==> config.mk <==
export PLATFORM = sky130hd
export DESIGN_NAME = pwm_multi
export DESIGN_NICKNAME = d
export VERILOG_FILES = /design/src/rtl/pwm_multi.sv
export SDC_FILE = /design/constraint.sdc
export NUM_CORES = 1
export LEC_CHECK = 0
export CORE_ASPECT_RATIO = 2
export CORE_MARGIN = 2
export CORE_UTILIZATION = 25
export CTS_CLUSTER_SIZE = 10
export DETAILED_ROUTE_END_ITERATION = 16
export PLACE_DENSITY = 0.42
export SYNTH_ARGS = -nofsm -noshare
export SYNTH_HDL_FRONTEND = slang
export SYNTH_SLANG_ARGS = --single-unit
export TNS_END_PERCENT = 50
==> constraint.sdc <==
create_clock -name clk -period 9.6 [get_ports clk]
set_input_delay 1.92 -clock clk [delete_from_list [all_inputs] [get_ports clk]]
set_output_delay 1.92 -clock clk [all_outputs]
set_load 0.03 [all_outputs]
==> src/rtl/pwm_multi.sv <==
// Multi-channel PWM generator: shared prescaler/time base, edge or centre counting, double-buffered duty.
// Latency: pwm_out is registered and lags the counter by one clk; period_start is a one-clk registered pulse.
// Backpressure: none; duty writes are accepted on any clk, and writes to channels >= CHANNELS are dropped.
module pwm_multi #(
    parameter int CHANNELS   = 4,
    parameter int WIDTH      = 8,
    parameter int PRESCALE_W = 8,
    localparam int CH_W      = (CHANNELS > 1) ? $clog2(CHANNELS) : 1
) (
    input  logic                  clk,
    input  logic                  rst,
    input  logic                  en,
    input  logic [PRESCALE_W-1:0] prescale,
    input  logic [WIDTH-1:0]      period,
    input  logic                  center_mode,
    input  logic [CHANNELS-1:0]   polarity,
    input  logic                  wr_en,
    input  logic [CH_W-1:0]       wr_ch,
    input  logic [WIDTH-1:0]      wr_duty,
    output logic [CHANNELS-1:0]   pwm_out,
    output logic                  period_start
);

    logic [PRESCALE_W-1:0] presc_cnt;
    logic [WIDTH-1:0]      cnt;
    logic [WIDTH-1:0]      cnt_nxt;
    logic [WIDTH-1:0]      period_act;
    logic                  dir_down;
    logic                  dir_nxt;
    logic                  mode_act;
    logic                  tick;
    logic                  boundary;
    logic                  wr_hit;
    logic [WIDTH-1:0]      pending     [CHANNELS];
    logic [WIDTH-1:0]      active_duty [CHANNELS];
    logic [CHANNELS-1:0]   raw;

    // A tick is the prescaler reaching its limit; a mismatch after a prescale
    // change simply lets presc_cnt run on and wrap through zero.
    assign tick   = en && (presc_cnt == prescale);
    assign wr_hit = wr_en && (int'(wr_ch) < CHANNELS);

    // Next counter value and direction for the coming tick.
    always_comb begin
        cnt_nxt = cnt;
        dir_nxt = dir_down;
        if (!mode_act) begin
            if (cnt >= period_act) cnt_nxt = '0;
            else                   cnt_nxt = cnt + WIDTH'(1);
        end else if (!dir_down) begin
            if (cnt >= period_act) begin
                // Turn around at the top; a zero period never leaves 0.
                if (period_act == '0) begin
                    cnt_nxt = '0;
                end else begin
                    cnt_nxt = period_act - WIDTH'(1);
                    dir_nxt = 1'b1;
                end
            end else begin
                cnt_nxt = cnt + WIDTH'(1);
            end
        end else begin
            if (cnt != '0) cnt_nxt = cnt - WIDTH'(1);
            else           cnt_nxt = '0;
        end
    end

    // The boundary is the tick that brings the counter back to zero.
    assign boundary = tick && (cnt_nxt == '0);

    // Time base: prescaler, counter, direction and period/mode shadow registers.
    always_ff @(posedge clk or posedge rst) begin
        if (rst) begin
            presc_cnt    <= '0;
            cnt          <= '0;
            dir_down     <= 1'b0;
            period_act   <= '0;
            mode_act     <= 1'b0;
            period_start <= 1'b0;
        end else if (!en) begin
            // Halted: hold the time base at its start and track the live settings.
            presc_cnt    <= '0;
            cnt          <= '0;
            dir_down     <= 1'b0;
            period_act   <= period;
            mode_act     <= center_mode;
            period_start <= 1'b0;
        end else begin
            presc_cnt    <= tick ? '0 : presc_cnt + PRESCALE_W'(1);
            period_start <= boundary;
            if (boundary) begin
                cnt        <= '0;
                dir_down   <= 1'b0;
                period_act <= period;
                mode_act   <= center_mode;
            end else if (tick) begin
                cnt      <= cnt_nxt;
                dir_down <= dir_nxt;
            end
        end
    end

    // Duty double buffer: writes land in pending, and are copied to active at a
    // boundary (or every clk while halted); a coinciding write bypasses pending.
    always_ff @(posedge clk or posedge rst) begin
        if (rst) begin
            for (int i = 0; i < CHANNELS; i++) begin
                pending[i]     <= '0;
                active_duty[i] <= '0;
            end
        end else begin
            for (int i = 0; i < CHANNELS; i++) begin
                if (wr_hit && (wr_ch == CH_W'(i))) pending[i] <= wr_duty;
                if (!en || boundary) begin
                    if (wr_hit && (wr_ch == CH_W'(i))) active_duty[i] <= wr_duty;
                    else                               active_duty[i] <= pending[i];
                end
            end
        end
    end

    // Per-channel compare against the shared counter.
    always_comb begin
        raw = '0;
        for (int i = 0; i < CHANNELS; i++) begin
            raw[i] = (cnt < active_duty[i]);
        end
    end

    // Registered outputs; halted channels sit at their inactive level.
    always_ff @(posedge clk or posedge rst) begin
        if (rst)      pwm_out <= '0;
        else if (!en) pwm_out <= polarity;
        else          pwm_out <= raw ^ polarity;
    end

endmodule

==> flow_metrics.py <==
metrics = {
    "setup_path": {
        "r2r_setup_slack_ns": 5.44,
        "crit_fanout": 42,
        "crit_path_end_kind": "flip-flop",
        "r2r-end": "active_duty[11]",
        "crit_type": "in2reg",
        "start_kind": "primary input",
        "worstPathArrival_ns": 4.89,
        "crit_required_ns": 9.84,
        "r2r-start": "cnt[0]",
        "worst-r2r-cell-count": 11,
    },
    "detailed_routing": {
        "drtIter0Drc": 152,
        "vias": 3449,
        "dr_wl_met2_um": 7581,
        "vias_per_cell": 4.410,
        "m1WireLength_um": 4714,
        "wire_per_inst_um": 16.82,
        "top_layer": "met4",
        "wl_um": 13160,
        "wl_met3_um": 241,
        "antenna_left": 0,
        "drcViolationCount": 0,
        "drtPass1Iterations": 4,
    },
    "clocking": {
        "clk_pin_slew_ns": 0.06,
        "htree_num_levels": 3,
        "clk_latency_ns": 0.36,
        "cts_inserted_buffers": 9,
        "cts_tree": "done",
        "cts_hold_buf": 0,
        "cts_root_buf": "clkbuf_16",
        "ctsLongestPathBuffers": 2,
        "cts_resized": 0,
        "cts_setup_buffers": 0,
        "clkSinkCount": 95,
    },
    "global_route": {
        "gr-total-overflow": 0,
        "antenna_found_initial": 0,
        "grt_pass1_vias": 3829,
        "grt_pass1_wl_um": 21130,
        "grt_usage_pct": 12.57,
        "grt_max_degree": 55,
    },
    "power": {
        "cellLeakagePower_uw": 0.003024,
        "combinationalPowerShare_pct": 20.4,
        "powerDensity_mw_per_mm2": 165.7,
        "max-vdd-ir-drop_mv": 0.06394,
        "power_switching_uw": 285.1,
        "netSwitchingFraction_pct": 26.87,
        "power_frac_seq_pct": 47.0,
        "p_int_uw": 775.8,
        "p_clk_share_pct": 32.7,
    },
    "floorplan": {
        "die-area_mm2": 0.02302,
        "die_w_um": 108.3,
        "die_h_um": 212.6,
        "boundaryPins": 40,
        "initial_core_util_pct": 25.30,
        "coreArea_mm2": 0.02149,
        "rows": 76,
    },
    "timing": {
        "slew_headroom_pct": 47.48,
        "layout_setup_ws_ns": 4.949,
        "rsz0062_at_grt": "no",
        "setup_viol": 0,
        "worstMarginPinSlew_ns": 0.7878,
        "finalHoldViolations": 0,
        "skew_ns": 0.008212,
        "timing.setup.tns_ns": 0,
        "timing.final.crit_share_pct": 48.45,
        "report.final.slew_viol_count": 0,
        "period_minus_slack_ns": 4.651,
        "max_freq_ghz": 0.2150,
    },
    "final_layout": {
        "register_area_mm2": 0.002377,
        "instances_no_fill": 782,
        "multiInputGateArea_mm2": 0.002804,
        "mostFrequentLayoutCells": "95 x dfrtp_1, 45 x inv_1, 42 x ha_1",
        "syn_to_final_growth_pct": 17.74,
        "final_common_cell": "dfrtp_1",
        "drive_above_1_share_pct": 22.00,
        "utilization_pct": 29.79,
        "nFillCells": 2255,
        "diodes": 0,
        "nets": 581,
    },
    "run": {
        "cap_violations": 0,
    },
    "synth": {
        "ys_seq_elements": 95,
        "async_flop_share_pct": 100.0,
        "avgSynthCellArea_um2": 11.74,
        "synth_ff_type": "dfrtp_1",
        "ys_types": 54,
        "syn_nets": 540,
        "synth_area_mm2": 0.005438,
        "synth_edf_count": 0,
        "synth.yosys.seq_area_share_pct": 43.72,
        "syn-instance-count": 463,
        "synth.yosys.warnings": 0,
    },
    "placement": {
        "portBuffers": 39,
        "place_hpwl_um": 10060,
        "place_congestion": 0.8298,
        "dp.cells": 766,
        "post-place-ws_ns": 4.539,
    },
    "outcome": {
        "outcome": "complete, no violations",
    },
    "min_path": {
        "hp-class": "reg2reg",
        "min-delay-start": "pending[21]",
        "worstHoldEndpoint": "pending[21]",
        "min_delay_path_depth": 1,
    },
}
worst max-delay path by stage:
stage | start | endpoint | slack [ns] | cells after the start
floorplan | rst | active_duty[0] | 5.20 | 1
global placement | prescale[0] | active_duty[11] | 4.62 | 11
detailed placement | prescale[5] | active_duty[11] | 4.54 | 11
CTS | prescale[5] | active_duty[11] | 4.95 | 11
global route | prescale[5] | active_duty[11] | 4.78 | 11
finish | prescale[5] | active_duty[11] | 4.95 | 11
cells in the mapped netlist, types with 3 or more instances:
library cell / number / area, um^2
xor2_1: 6 / 52.55
inv_1: 46 / 172.7
nand2b_1: 8 / 50.05
and3_1: 3 / 18.77
a21o_1: 17 / 127.6
nand4_1: 4 / 25.02
mux2_2: 34 / 382.9
a211oi_1: 8 / 60.06
o21ai_0: 15 / 75.07
nand2_1: 13 / 48.80
nand3_1: 12 / 60.06
dfrtp_1: 95 / 2377
a21oi_1: 17 / 85.08
nor2_1: 24 / 90.09
xnor2_1: 22 / 192.7
ha_1: 42 / 525.5
mux2_4: 39 / 585.6
clkbuf_1: 7 / 26.28
buf_6: 4 / 45.04
nor3_1: 4 / 20.02
per-layer routing:
| metal | vias up | GRT usage (%) |
|---|---|---|
| li1 | 1707 | - |
| met1 | 1672 | 12.31 |
| met2 | 46 | 23.64 |
| met3 | 24 | 1.870 |
| met4 | 0 | 8.488 |
| met5 | - | 0 |
critical path, cell delays in order:
cell and delay, ns:
clkdlybuf4s50_1 0.47, xnor2_1 0.12, nand4_1 0.18, nor2_1 0.13, buf_4 0.20, o21ai_0 0.12, a221oi_2 0.25, nand4b_2 0.18
o41ai_4 0.22, buf_4 0.67, mux2_2 0.40
registers in the layout, indices dropped and copies added (netlist names):
register / count
mode_act: 1
period_act: 8
period_start: 1
cnt: 8
pwm_out: 4
presc_cnt: 8
active_duty: 32
pending: 32
dir_down: 1
layout make-up:
class	count	share of cell area, %
Multi-Input combinational cell	309	43.80
Sequential cell	95	37.13
Tap cell	273	5.335
Timing Repair Buffer	43	6.566
Clock buffer	11	3.948
Inverter	46	2.736
Clock inverter	5	0.4886
power groups by stage:
stage          registers (uW)  clock network (uW)  logic, uW
2_1_floorplan             498                   0        159
3_3_place_gp              504                   0        218
5_1_grt                   506                 374        244
4_1_cts                   500                 367        223
3_5_place_dp              506                   0        223
6_report                  498                 347        216
through the flow:
stage	hold WS, ns	total power [uW]	instance area (um^2)
after floorplan	0.4667	656.9	5438
after global placement	0.4819	722.5	6118
after detailed placement	0.4821	729.0	6118
after CTS	0.5013	1090	6402
after global routing	0.5140	1123	6402
final	0.4962	1061	6402
logic make-up after synthesis:
logic type	count (synthesis)	synth area share (%)
AND/OR/NAND/NOR	86	8.790
buffers and inverters	59	4.717
XOR/XNOR	28	4.510
multiplexers	75	18.18
adder cells (fa/ha/maj)	42	9.664
AO/OA/AOI/OAI	78	10.42
flip-flops	95	43.72
Note: power is estimated with default switching activity, not from simulation.
